File: src/rtl/usb_rx_sequencer.sv
// Receive-side sequencer for the USB full-speed receiver.
// Walks one packet through SYNC check, byte hand-off to the RX FIFO, EOP qualification and error recovery.
module usb_rx_sequencer #(
   parameter int          MAX_BYTES = 64,
   parameter logic [7:0]  SYNC_BYTE = 8'h80
) (
   input  logic       clk,
   input  logic       n_rst,
   input  logic       d_edge,
   input  logic       shift_enable,
   input  logic       eop,
   input  logic       byte_received,
   input  logic [7:0] rcv_data,
   output logic       rcving,
   output logic       timer_enable,
   output logic       w_enable,
   output logic [7:0] rx_data,
   output logic [7:0] byte_count,
   output logic       r_error,
   output logic       packet_done
);

   localparam logic [7:0] MAX_COUNT = 8'(MAX_BYTES);

   typedef enum logic [3:0] {
      IDLE,
      SYNC_WAIT,
      SYNC_CHECK,
      RECEIVE,
      WRITE,
      BYTE_GAP,
      EOP_HOLD,
      EOP_END,
      DONE,
      ERR_WAIT,
      ERR_END
   } state_t;

   state_t state;
   state_t next_state;

   logic se;
   logic at_max;
   logic set_error;
   logic clear_packet;

   assign se     = shift_enable & eop;
   assign at_max = (byte_count == MAX_COUNT);

   always_ff @(posedge clk or negedge n_rst) begin
      if (!n_rst) begin
         state <= IDLE;
      end else begin
         state <= next_state;
      end
   end

   // A qualified EOP always wins over a byte arriving in the same cycle.
   always_comb begin
      next_state   = state;
      set_error    = 1'b0;
      clear_packet = 1'b0;
      case (state)
         IDLE: begin
            if (d_edge) begin
               next_state   = SYNC_WAIT;
               clear_packet = 1'b1;
            end
         end
         SYNC_WAIT: begin
            if (se) begin
               next_state = ERR_END;
               set_error  = 1'b1;
            end else if (byte_received) begin
               next_state = SYNC_CHECK;
            end
         end
         SYNC_CHECK: begin
            if (rx_data == SYNC_BYTE) begin
               next_state = RECEIVE;
            end else begin
               next_state = ERR_WAIT;
               set_error  = 1'b1;
            end
         end
         RECEIVE: begin
            if (se) begin
               next_state = ERR_END;
               set_error  = 1'b1;
            end else if (byte_received) begin
               if (at_max) begin
                  next_state = ERR_WAIT;
                  set_error  = 1'b1;
               end else begin
                  next_state = WRITE;
               end
            end
         end
         WRITE: begin
            next_state = BYTE_GAP;
         end
         BYTE_GAP: begin
            if (se) begin
               next_state = EOP_HOLD;
            end else if (shift_enable) begin
               next_state = RECEIVE;
            end
         end
         // A lone SE0 bit is not a valid EOP.
         EOP_HOLD: begin
            if (se) begin
               next_state = EOP_END;
            end else if (shift_enable) begin
               next_state = ERR_WAIT;
               set_error  = 1'b1;
            end
         end
         EOP_END: begin
            if (d_edge) begin
               next_state = DONE;
            end
         end
         DONE: begin
            next_state = IDLE;
         end
         ERR_WAIT: begin
            if (se) begin
               next_state = ERR_END;
            end
         end
         ERR_END: begin
            if (d_edge) begin
               next_state = IDLE;
            end
         end
         default: begin
            next_state = IDLE;
         end
      endcase
   end

   always_ff @(posedge clk or negedge n_rst) begin
      if (!n_rst) begin
         rx_data <= 8'h00;
      end else if (byte_received) begin
         rx_data <= rcv_data;
      end
   end

   // The count saturates at MAX_BYTES and holds through IDLE until the next packet.
   always_ff @(posedge clk or negedge n_rst) begin
      if (!n_rst) begin
         byte_count <= 8'h00;
      end else if (clear_packet) begin
         byte_count <= 8'h00;
      end else if ((state == WRITE) && !at_max) begin
         byte_count <= byte_count + 8'h01;
      end
   end

   always_ff @(posedge clk or negedge n_rst) begin
      if (!n_rst) begin
         r_error <= 1'b0;
      end else if (clear_packet) begin
         r_error <= 1'b0;
      end else if (set_error) begin
         r_error <= 1'b1;
      end
   end

   always_comb begin
      rcving       = (state != IDLE);
      w_enable     = (state == WRITE);
      packet_done  = (state == DONE);
      timer_enable = 1'b0;
      case (state)
         SYNC_WAIT, SYNC_CHECK, RECEIVE, WRITE,
         BYTE_GAP, EOP_HOLD, ERR_WAIT: timer_enable = 1'b1;
         default:                      timer_enable = 1'b0;
      endcase
   end

endmodule

File: config.mk
export PLATFORM = sky130hd
export DESIGN_NAME = usb_rx_sequencer
export DESIGN_NICKNAME = d
export VERILOG_FILES = /design/src/rtl/usb_rx_sequencer.sv
export SDC_FILE = /design/constraint.sdc
export NUM_CORES = 1
export LEC_CHECK = 0
export ABC_AREA = 1
export BUFFER_PORTS_ARGS = -buffer_cell sky130_fd_sc_hd__buf_2
export CAP_MARGIN = 20
export CORE_ASPECT_RATIO = 2
export CORE_MARGIN = 1
export CORE_UTILIZATION = 29
export DETAILED_ROUTE_END_ITERATION = 16
export GPL_TIMING_DRIVEN = 0
export PLACE_DENSITY_LB_ADDON = 0.2
export RECOVER_POWER = 100
export SYNTH_ARGS = -nofsm -noshare
export SYNTH_HDL_FRONTEND = slang
export SYNTH_SLANG_ARGS = --single-unit
File: constraint.sdc
create_clock -name clk -period 1.6 [get_ports clk]
set_clock_uncertainty 0.05 [all_clocks]
set_input_delay 0.24 -clock clk [delete_from_list [all_inputs] [get_ports clk]]
set_output_delay 0.24 -clock clk [all_outputs]
set_load 0.02 [all_outputs]
Word level (Yosys, flattened, before mapping):

Cells that the tools add are included.

* bitwise operators: 1
* $add $sub $neg: 1
* reductions and logical operators: 8
* equality and inequality tests: 20
* multiplexer cells: 30

Operators by type and width (number)
* 4-bit 2-to-1 mux: 14
* 4-bit one-hot mux with 10 select lines: 1
* 4-bit by 3-bit == test with 1-bit output (second input constant): 4
* 8-bit 2-to-1 mux: 2
* 4-bit == test (second input constant): 3
* 1-bit 2-to-1 mux: 12
* 3-bit != test (second input constant): 4
* 8-bit by 1-bit adder with 8-bit output (second input constant): 1
* 4-bit by 2-bit == test with 1-bit output (second input constant): 2
* 8-bit by 7-bit == test with 1-bit output (second input constant): 1
* 8-bit == test (second input constant): 1
* 2-bit != test (second input constant): 4
* 8-bit AND reduction: 1
* 7-bit OR reduction: 1
* 4-bit by 1-bit == test with 1-bit output (second input constant): 1
* 4-bit zero test: 1
* 1-bit one-hot mux with 4 select lines: 1
* 2-bit nonzero test: 2
* 4-bit nonzero test: 1
* 1-bit AND: 1
* 1-bit logical AND: 1
* 1-bit zero test: 1

* register bits: 21
* word-level logic and storage cells: 64

Logic depth before layout (Yosys ltp):

Gate-level depths: netlist of run 1.

* depth in word-level cells: 7
* mapped depth: 10
* gate-level depth less buffers: 10

Worst setup path after synthesis of run 1:

Ideal clock, no wire load.

* path kind: register to register
* from: register byte_count[0]
* to: register byte_count[2]
* data arrival time: 1.313 ns
* setup slack: 0.116 ns
* cell stages (with the launch flop): 10
* period minus slack after synthesis: 1.484 ns
* buffers on the path: 0
* cell sequence: dfrtp_1 -> inv_1 -> ha_1 -> nand2_1 -> nor2_1 -> nand2_1 -> nand2_4 -> nand2_8 -> a21oi_1 -> nor2_1

* cells in the longest elaborated chain, start to end: 4
* elaborated cells between the ends (all ways): 7
* classes of those cells: 1 x add/sub; 1 x eq/ne; 2 x mux; 3 x reduce/logical

RTL lines
* start, declared: line 18 `output logic [7:0] byte_count,`
* start signal, assigned: line 157 `byte_count <= byte_count + 8'h01;`
* branches (longest 4 deep; another with 8-bit by 1-bit adder with 8-bit output)

Several ways; the timed one is not identified. The select of a mux whose other input is x is not followed.
A chain may end at the register's enable or synchronous reset.

Worst setup path in the final report of run 1:

* from: register state[3]
* to: output timer_enable

* cells in the longest elaborated chain, start to end: 3
* elaborated cells between the ends (all ways): 9
* classes of those cells: 7 x eq/ne; 1 x mux; 1 x reduce/logical

RTL lines
* start, declared: line 39 `state_t state;`
* start signal, assigned: line 54 `state <= next_state;`
* 4-bit by 3-bit == test with 1-bit output, or another cell as far along: line 176 `case (state)`
* 7-bit OR reduction *: line 176
* 1-bit 2-to-1 mux *: line 176
* end, declared: line 15 `output logic timer_enable,`

Mark *: on every way between the ends. The rest lies on a longest branch, timed or not.

==> results.yml, run 1 <==
critical_path:
  crit_path_start_kind: "register"
  ff2ff_path_depth: 9
  cell_at_the_slowest_stage_of_the_critical_path: "sky130_fd_sc_hd__dfrtp_2"
  ff2ff_setup_slack_ns: 0.07
  r2r_end: "byte_count[2]"
  worst_ep_required_time_ns: 1.31
  arrival_time_at_the_worst_endpoint_ns: 1.40
  critical_path.endpoint_type: "output pin"
  critical-path-top-cell-by-count: "sky130_fd_sc_hd__nand2_2"
  max_stage_delay_ns: 0.47
  criticalPathCategory: "reg2out"
  path_cells: "inv_4 > nor2_1 > nand2_2 > nand2_2 > nor3_2 > nand4_1 > buf_4"
  worstReg2RegStart: "byte_count[1]"
  crit_path_max_fanout: 5
sta:
  setup_tns_ns: -0.0888
  layout_min_cycle_time_ns: 1.69
  rsz0062_at_grt: "true"
  hold_violations: 0
  report.final.setup_viol: 1
  maxSlewHeadroom_pct: 64.6
  slew_violations: 0
  worstMarginPinSlew_ns: 0.532
  max_freq_ghz: 0.592
  finalWorstSetupSlack_ns: -0.0888
  fin_crit_sh_pct: 106
synthesis:
  synth_area_per_inst_um2: 6.86
  ys_top_cells_by_count: "65 x sky130_fd_sc_hd__nand2_1, 29 x sky130_fd_sc_hd__inv_1, 21 x sky130_fd_sc_hd__dfrtp_1"
  yosys.cell_types.count: 25
  synth.cell_area_um2: 1390
  synth-main-ff-cell: "sky130_fd_sc_hd__dfrtp_1"
  warning_count_from_the_yosys_run: 0
  synthArstFlopShare_pct: 100
  synthesized_netlist_net_count: 218
  synth_area_leaders: "sky130_fd_sc_hd__dfrtp_1 38%, sky130_fd_sc_hd__nand2_1 18%, sky130_fd_sc_hd__inv_1 7.9%"
  portion_of_the_post_synthesis_area_used_by_sequential_elements_pct: 37.9
  post-synth-top-area-cell: "sky130_fd_sc_hd__dfrtp_1"
  synth.ff_latch_count: 21
  synth_enable_flop_cells: 0
  synth_top_area_share_pct: 37.9
  most_frequent_cell_after_synthesis: "sky130_fd_sc_hd__nand2_1"
  postSynthCellCount: 202
run_status:
  result_of_the_run: "finished with violations"
  failing_checks: "setup timing"
die:
  initial_standard_cell_utilization_of_the_core_pct: 30.1
  core_area_um2: 4600
  row_count: 35
  die_width_um: 50.9
  floorplan.die_area_um2: 5070
  die_height_um: 99.7
  floorplan.io_pins: 35
worst_hold_path:
  hold_class: "in2reg"
  hold_path.startpoint: "rcv_data[5]"
  worst_hold_path.num_cells: 3
  timing.hold.worst_endpoint: "rx_data[5]"
placement:
  place_worst_setup_slack_ns: 0.0167
  numPortBuffers: 34
  gpl.final_weighted_congestion: 0.879
  dpl.hpwl_um: 2830
  placed_cell_area_um2: 1620
power:
  worst_ir_drop_vdd_mv: 0.816
  finalPower_uw: 2610
  leakagePower_uw: 0.000889
  powerDensity_nw_per_um2: 1500
clock_network:
  ctsRootBufferMaster: "sky130_fd_sc_hd__clkbuf_8"
  worstSkewPairLatency_ns: 0.27
  htree_num_levels: 1
  cts_buffers: 3
  cts.clk_slew.worst_paths_ns: 0.08
  clkSinkCount: 21
  tritoncts_clock_tree: "yes"
  clockBufferDepth: 2
cells_and_area:
  num_antenna_cells: 0
  post_route_cells_drive_above_1_share_pct: 24.4
  design.final.nets: 263
  area_growth_syn_to_layout_pct: 25.9
  layout.cell_area.non_filler_um2: 1740
route:
  vias_per_cell: 4.68
  ant_nets: 0
  first_pass_iters: 4
  detailroute.via_count: 1408
  wl_per_cell_um: 11.7
  total_routed_length_um: 3530
  initialDrtViolationCount: 27
  route.detailed.drc: 0
grt:
  wire_length_of_the_first_global_routing_pass_um: 5840
  global_route.usage.total_pct: 15.4
  pin_count_of_the_biggest_net_entering_global_routing: 22
  grt_remaining_overflow: 0
  antenna_violations_before_repair: 0
  grt_pass1_vias: 1328
job:
  max_capacitance_violation_count: 0
## metrics by stage
| step | util (%) | hold WS, ns | std cells |
|---|---|---|---|
| floorplan | - | -0.106 | 202 |
| global placement | 35.3 | 0.183 | 291 |
| detailed placement | 35.3 | 0.180 | 291 |
| CTS | 38.2 | 0.119 | 300 |
| global route | 37.9 | 0.135 | 301 |
| finish | 37.9 | 0.125 | 301 |
## metal layers
layer | routed length, um | share of wire, % | track usage [%]
met5 | 0 | 0 | 0
met4 | 119 | 3.4 | 9.19
met3 | 49 | 1.4 | 0.917
met2 | 2000 | 57 | 29.2
met1 | 1360 | 38 | 15.6
## timing repair
item,in CTS,in global routing
setup endpoints to repair,3,10
hold buffers,1,0
pin swaps,1,1
endpoints found under the hold margin,21,0
setup buffers,4,1
gates resized for setup,19,4
## cell families (layout without fill, tap and decap cells)
group	count (synthesis)	after routing	share of synthesized area, %
xor+xnor	2	2	1.26
compound gates	22	22	8.94
fa+ha+maj	2	2	1.81
buf+inv	33	77	8.94
simple gates	122	122	41.1
flops	21	21	37.9
## flip-flops by register name, summed over array words and instances, names as in the netlist
name	flops
r_error	1
byte_count	8
rx_data	8
state	4
## power breakdown
part           switching, uW  leakage [uW]  internal [uW]
logic                    939      0.000604            504
clock network            191     0.0000217            176
registers                147      0.000264            651
total                   1280      0.000889           1330
## worst max path at each step
stage,startpoint,end,slack (ns),cells after the start
2_1_floorplan,byte_count[0],byte_count[2],0.12,9
3_3_place_gp,state[1],timer_enable,0.02,6
3_5_place_dp,state[1],timer_enable,0.02,6
4_1_cts,state[0],timer_enable,-0.12,7
5_1_grt,state[3],timer_enable,-0.18,7
6_report,state[3],timer_enable,-0.09,7
## worst max-delay path: cells and delay by family, from the launching register on
family	cells	cell delay [ns]
buf+inv	2	0.26
flops	1	0.47
simple gates	5	0.40
## cell usage in the layout (no fill, tap or decap)
cell type                        n
sky130_fd_sc_hd__nand2_1        59
sky130_fd_sc_hd__inv_1          26
sky130_fd_sc_hd__clkbuf_1       19
sky130_fd_sc_hd__nor2_1         18
sky130_fd_sc_hd__nand3_1        17
sky130_fd_sc_hd__dfrtp_1        16
sky130_fd_sc_hd__o21ai_0        15
sky130_fd_sc_hd__buf_2          14
sky130_fd_sc_hd__nand2_2         8
sky130_fd_sc_hd__nor2_4          6
sky130_fd_sc_hd__inv_2           5
sky130_fd_sc_hd__dfrtp_2         5
sky130_fd_sc_hd__buf_4           5
sky130_fd_sc_hd__nand4_1         4
sky130_fd_sc_hd__nor2_2          3
sky130_fd_sc_hd__a21oi_1         3
sky130_fd_sc_hd__clkbuf_8        3
sky130_fd_sc_hd__nor3_1          2
sky130_fd_sc_hd__o21ai_2         2
sky130_fd_sc_hd__ha_1            2
sky130_fd_sc_hd__clkbuf_2        2
sky130_fd_sc_hd__inv_4           1
sky130_fd_sc_hd__nor3_2          1
sky130_fd_sc_hd__nand3_4         1
sky130_fd_sc_hd__nand2_8         1
sky130_fd_sc_hd__xor2_1          1
sky130_fd_sc_hd__a21oi_2         1
sky130_fd_sc_hd__nand3b_1        1
sky130_fd_sc_hd__or2_2           1
sky130_fd_sc_hd__o21bai_1        1
sky130_fd_sc_hd__xnor2_1         1
sky130_fd_sc_hd__clkinvlp_4      1
sky130_fd_sc_hd__dlygate4sd3_1   1
## cell type report
type,count,area [um^2]
buffer,1,3.75
clock buffer,3,41.3
clock inverter,1,7.51
fill,527,2850
inverter,32,123
multi-input combinational,148,773
sequential,21,532
tap,55,68.8
timing repair buffer,40,195
No activity file was read; power rests on OpenSTA's default activity.
==> run 2, diff against run 1 <==
==> constraint.sdc (replaced) <==
create_clock -name clk -period 1.6 [get_ports clk]
set_clock_uncertainty 0.05 [all_clocks]
set_input_delay 0.16 -clock clk [delete_from_list [all_inputs] [get_ports clk]]
set_output_delay 0.16 -clock clk [all_outputs]
set_load 0.02 [all_outputs]
==> results.yml, run 2 (synthesis results as in run 1) <==
job:
  max_capacitance_violation_count: 0
clock_network:
  cts.clk_slew.worst_paths_ns: 0.08
  ctsRootBufferMaster: "sky130_fd_sc_hd__clkbuf_8"
  htree_num_levels: 1
  cts_buffers: 3
  clockBufferDepth: 2
  worstSkewPairLatency_ns: 0.27
  tritoncts_clock_tree: "yes"
  clkSinkCount: 21
critical_path:
  crit_path_start_kind: "register"
  ff2ff_setup_slack_ns: 0.09
  worst_ep_required_time_ns: 1.39
  critical_path.top_delay_family: "flip-flops"
  criticalPathCategory: "reg2out"
  path_cells: "inv_4 > nor2_1 > nand2_2 > nand2_2 > nor3_2 > nand4_1 > buf_4"
  worstReg2RegStart: "byte_count[1]"
  max_stage_delay_ns: 0.47
  worst-path-buf-inv: 2
  critical_path.endpoint_type: "output pin"
  arrival_time_at_the_worst_endpoint_ns: 1.41
  critical-path-top-cell-by-count: "sky130_fd_sc_hd__nand2_2"
  ff2ff_path_depth: 9
  crit_path_max_fanout: 5
  r2r_end: "byte_count[2]"
  cell_at_the_slowest_stage_of_the_critical_path: "sky130_fd_sc_hd__dfrtp_2"
route:
  initialDrtViolationCount: 22
  first_pass_iters: 4
  ant_nets: 0
  detailroute.via_count: 1399
  wl_per_cell_um: 11.7
  route.detailed.drc: 0
  vias_per_cell: 4.66
  total_routed_length_um: 3520
sta:
  slew_violations: 0
  max_freq_ghz: 0.617
  layout_min_cycle_time_ns: 1.62
  fin_crit_sh_pct: 101
  report.final.setup_viol: 1
  maxSlewHeadroom_pct: 64.7
  worstMarginPinSlew_ns: 0.530
  hold_violations: 0
  setup_tns_ns: -0.0200
  finalWorstSetupSlack_ns: -0.0200
  hold_slack_ns: 0.0461
  rsz0062_at_grt: "true"
grt:
  grtUsageMet3_pct: 0.917
  wire_length_of_the_first_global_routing_pass_um: 5840
  grt_remaining_overflow: 0
  global_route.usage.met2_pct: 29.2
  gr-max-usage-layer: "met2"
  pin_count_of_the_biggest_net_entering_global_routing: 22
  grt_pass1_vias: 1327
  global_route.usage.total_pct: 15.4
  antenna_violations_before_repair: 0
  grt.met1_usage_pct: 15.6
run_status:
  result_of_the_run: "finished with violations"
  failing_checks: "setup timing"
cells_and_area:
  fillCellCount: 527
  reg.largest.list: "byte_count (8), rx_data (8), state (4)"
  num_antenna_cells: 0
  post_route_cells_drive_above_1_share_pct: 23.7
  design.final.nets: 262
  layout_commonest_cell: "sky130_fd_sc_hd__nand2_1"
  area_growth_syn_to_layout_pct: 25.1
  layout.core_utilization_pct: 37.7
  mostFrequentLayoutCells: "60 x sky130_fd_sc_hd__nand2_1, 26 x sky130_fd_sc_hd__inv_1, 19 x sky130_fd_sc_hd__clkbuf_1, 18 x sky130_fd_sc_hd__nor2_1, 17 x sky130_fd_sc_hd__nand3_1"
die:
  core_area_um2: 4600
  initial_standard_cell_utilization_of_the_core_pct: 30.1
  die_height_um: 99.7
  row_count: 35
  floorplan.io_pins: 35
  floorplan.die_area_um2: 5070
  die_width_um: 50.9
placement:
  dpl.hpwl_um: 2830
  gpl.final_weighted_congestion: 0.879
  numPortBuffers: 34
worst_hold_path:
  hold_path.startpoint: "rcv_data[5]"
  hold_class: "in2reg"
  worst_hold_path.num_cells: 3
  timing.hold.worst_endpoint: "rx_data[5]"
power:
  worst_ir_drop_vdd_mv: 0.821
  powerDensity_nw_per_um2: 1500
  leakagePower_uw: 0.000883
[run 2: changes by cell type in the layout (fill, tap and decap cells not counted), sizes merged]
cell and change:
buf -1
[run 2: how the worst max path moves through the flow]
stage	startpoint	end	slack [ns]	cells after the start
6_report	state[3]	timer_enable	-0.02	7
5_1_grt	state[3]	timer_enable	-0.1	7
4_1_cts	state[0]	timer_enable	-0.04	7
3_5_place_dp	byte_count[0]	byte_count[2]	0.1	9
3_3_place_gp	byte_count[0]	byte_count[2]	0.09	9
2_1_floorplan	byte_count[0]	byte_count[2]	0.12	9
[run 2: worst reg2reg max path: stages, from the launching register on]
cell and delay (ns):
sky130_fd_sc_hd__dfrtp_1 0.43, sky130_fd_sc_hd__inv_1 0.08, sky130_fd_sc_hd__ha_1 0.13, sky130_fd_sc_hd__nand2_1 0.06
sky130_fd_sc_hd__nor2_1 0.12, sky130_fd_sc_hd__nand2_1 0.14, sky130_fd_sc_hd__nand2_4 0.13, sky130_fd_sc_hd__nand2_4 0.09
sky130_fd_sc_hd__a21oi_1 0.13, sky130_fd_sc_hd__nor2_1 0.05
[run 2: timing repair]
item	CTS	global route
hold buffers	1	0
endpoints found under the hold margin	21	0
pin swaps	1	1
gates resized for setup	19	4
setup endpoints to repair	3	9
setup buffers	3	1
[run 2: layer usage]
metal  vias up  wire length, um
met5         -                0
met4         0              119
met3         8               49
met2        24             2010
met1       648             1340
li1        719                -
[run 2: cell type report]
class / count / area [um^2] / share of cell area (%)
buffer: 1 / 3.75 / 0.217
clock buffer: 3 / 41.3 / 2.38
clock inverter: 1 / 7.51 / 0.433
inverter: 32 / 123 / 7.08
multi-input combinational: 148 / 767 / 44.3
sequential: 21 / 532 / 30.7
tap: 55 / 68.8 / 3.97
timing repair buffer: 39 / 190 / 11.0
[run 2: through the flow]
| stage | power [uW] | instances | cell area, um^2 | worst slack (ns) |
|---|---|---|---|---|
| after floorplan | 1710 | 202 | 1390 | 0.116 |
| after global placement | 2070 | 291 | 1620 | 0.0881 |
| after detailed placement | 2080 | 291 | 1620 | 0.0964 |
| after CTS | 2640 | 299 | 1750 | -0.0381 |
| after global routing | 2810 | 300 | 1730 | -0.0983 |
| final | 2600 | 300 | 1730 | -0.0200 |
[run 2: report_power, final]
group / leakage, uW / switching (uW) / internal (uW)
Clock: 0.0000217 / 193 / 176
Sequential: 0.000264 / 147 / 651
Combinational: 0.000598 / 932 / 498
Total: 0.000883 / 1270 / 1330
==> run 3, diff against run 2 <==
--- a/config.mk
+++ b/config.mk
@@ -9,7 +9,7 @@
 export BUFFER_PORTS_ARGS = -buffer_cell sky130_fd_sc_hd__buf_2
 export CAP_MARGIN = 20
 export CORE_ASPECT_RATIO = 2
-export CORE_MARGIN = 1
+export CORE_MARGIN = 4
 export CORE_UTILIZATION = 29
 export DETAILED_ROUTE_END_ITERATION = 16
 export GPL_TIMING_DRIVEN = 0
==> results.yml, run 3 (synthesis results as in run 1) <==
cells_and_area:
  sequential_cell_area_um2: 531
  post_route_cells_drive_above_1_share_pct: 25.6
  fillCellCount: 525
  final_cells: 301
  design.final.nets: 263
  multiInputGateArea_um2: 786
  num_antenna_cells: 0
  reg.largest.list: "byte_count (8), rx_data (8), state (4)"
  layout_commonest_cell: "sky130_fd_sc_hd__nand2_1"
  area_growth_syn_to_layout_pct: 26.8
  mostFrequentLayoutCells: "59 x sky130_fd_sc_hd__nand2_1, 26 x sky130_fd_sc_hd__inv_1, 18 x sky130_fd_sc_hd__clkbuf_1, 17 x sky130_fd_sc_hd__nor2_1, 17 x sky130_fd_sc_hd__dfrtp_1"
die:
  core_area_um2: 4600
  die_height_um: 106
  floorplan.io_pins: 35
  floorplan.die_area_um2: 6010
  die_width_um: 56.9
  row_count: 35
  initial_standard_cell_utilization_of_the_core_pct: 30.1
critical_path:
  critical_path.top_delay_family: "flip-flops"
  max_stage_delay_ns: 0.46
  critical_path.endpoint_type: "output pin"
  crit_path_start_kind: "register"
  arrival_time_at_the_worst_endpoint_ns: 1.41
  critical-path-top-cell-by-count: "sky130_fd_sc_hd__nand2_2"
  path_cells: "inv_2 > nor2_4 > nand2_2 > nand2_2 > nor3_2 > nand4_1 > buf_4"
  criticalPathCategory: "reg2out"
  worst_ep_required_time_ns: 1.39
  worst-path-buf-inv: 2
  cell_at_the_slowest_stage_of_the_critical_path: "sky130_fd_sc_hd__dfrtp_2"
  crit_path_max_fanout: 5
  critPathLaunch: "state[0]"
  worstReg2RegStart: "byte_count[1]"
worst_hold_path:
  hold_class: "in2reg"
  hold_path.startpoint: "rcv_data[2]"
sta:
  hold_violations: 0
  finalWorstSetupSlack_ns: -0.0246
  rsz0062_at_grt: "true"
  worstMarginPinSlew_ns: 0.541
  max_freq_ghz: 0.616
  setup_tns_ns: -0.0246
  slew_violations: 0
  fin_crit_sh_pct: 102
  maxSlewHeadroom_pct: 63.9
  report.final.setup_viol: 1
  layout_min_cycle_time_ns: 1.62
clock_network:
  clockBufferDepth: 2
  cts.clk_slew.worst_paths_ns: 0.08
  clkSinkCount: 21
  worstSkewPairLatency_ns: 0.26
  htree_num_levels: 1
  cts_buffers: 3
  ctsRootBufferMaster: "sky130_fd_sc_hd__clkbuf_8"
  tritoncts_clock_tree: "yes"
grt:
  pin_count_of_the_biggest_net_entering_global_routing: 22
  grt_remaining_overflow: 0
  global_route.usage.total_pct: 12.7
  antenna_violations_before_repair: 0
  wire_length_of_the_first_global_routing_pass_um: 6170
  grt_pass1_vias: 1418
run_status:
  result_of_the_run: "finished with violations"
  failing_checks: "setup timing"
power:
  powerDensity_nw_per_um2: 1500
  power_frac_seq_pct: 30.4
  share_comb_of_total_power_pct: 56.0
  power_frac_clock_pct: 13.6
  finalPower_uw: 2630
  leakagePower_uw: 0.000899
  worst_ir_drop_vdd_mv: 0.823
  netSwitchingFraction_pct: 48.8
  net-switching-power_uw: 1280
  p_int_uw: 1350
route:
  initialDrtViolationCount: 20
  total_routed_length_um: 3600
  ant_nets: 0
  detailroute.via_count: 1407
  wl_per_cell_um: 12.0
  route.detailed.drc: 0
  first_pass_iters: 4
  vias_per_cell: 4.67
placement:
  numPortBuffers: 34
  place_worst_setup_slack_ns: 0.0810
  placedCellCount: 291
  gpl.final_weighted_congestion: 0.800
  dpl.hpwl_um: 2930
job:
  max_capacitance_violation_count: 0
==> run 3: area by class of cell <==
cell class	instances	share of cell area (%)
clock buffer	3	2.35
sequential	21	30.2
tap	55	3.92
multi-input combinational	148	44.7
buffer	1	0.214
clock inverter	1	0.427
timing repair buffer	40	11.3
inverter	32	6.84
==> run 3: path summary, 6_finish.rpt <==
check	depth (start not counted)	slack [ns]	end
worst max register to register	9	0.05	byte_count[2]
worst min register to register	2	0.48	rx_data[7]
worst max-delay path	7	-0.02	timer_enable
min in group asynchronous	2	0.36	rx_data[2]
worst min-delay path	3	0.05	rx_data[2]
max in group asynchronous	2	0.75	state[1]
==> run 3: tightest hold or removal path, stage by stage <==
cell and delay (ns):
sky130_fd_sc_hd__buf_2 0.08, sky130_fd_sc_hd__nand2_1 0.04, sky130_fd_sc_hd__o21ai_0 0.05
==> run 3: power by group through the flow <==
stage / Sequential (uW) / Clock, uW / Combinational [uW]
2_1_floorplan: 835 / 0 / 874
3_3_place_gp: 776 / 0 / 1300
3_5_place_dp: 777 / 0 / 1310
4_1_cts: 799 / 375 / 1480
5_1_grt: 823 / 399 / 1660
6_report: 799 / 358 / 1470
==> run 3: through the flow <==
step	hold slack [ns]	utilization (%)	area (um^2)
finish	0.0486	38.2	1760
global route	0.0535	38.2	1760
CTS	0.0432	38.2	1760
detailed placement	0.103	35.3	1620
global placement	0.104	35.3	1620
floorplan	-0.186	-	1390
==> run 3: repair_timing <==
action / in CTS / in global routing
hold buffers: 1 / 0
buffers inserted: 4 / 1
pin swaps: 1 / 1
endpoints found under the setup margin: 3 / 14
gates resized for setup: 19 / 7
hold endpoints to repair: 21 / 0
cloned: 0 / 0
==> run 3: per-layer routing <==
metal	GRT usage, %	vias up	part of all wire, %
met3	1.10	6	2.9
met4	5.31	0	2.2
met5	0	-	0
li1	-	724	-
met1	13.2	650	37
met2	24.8	27	58
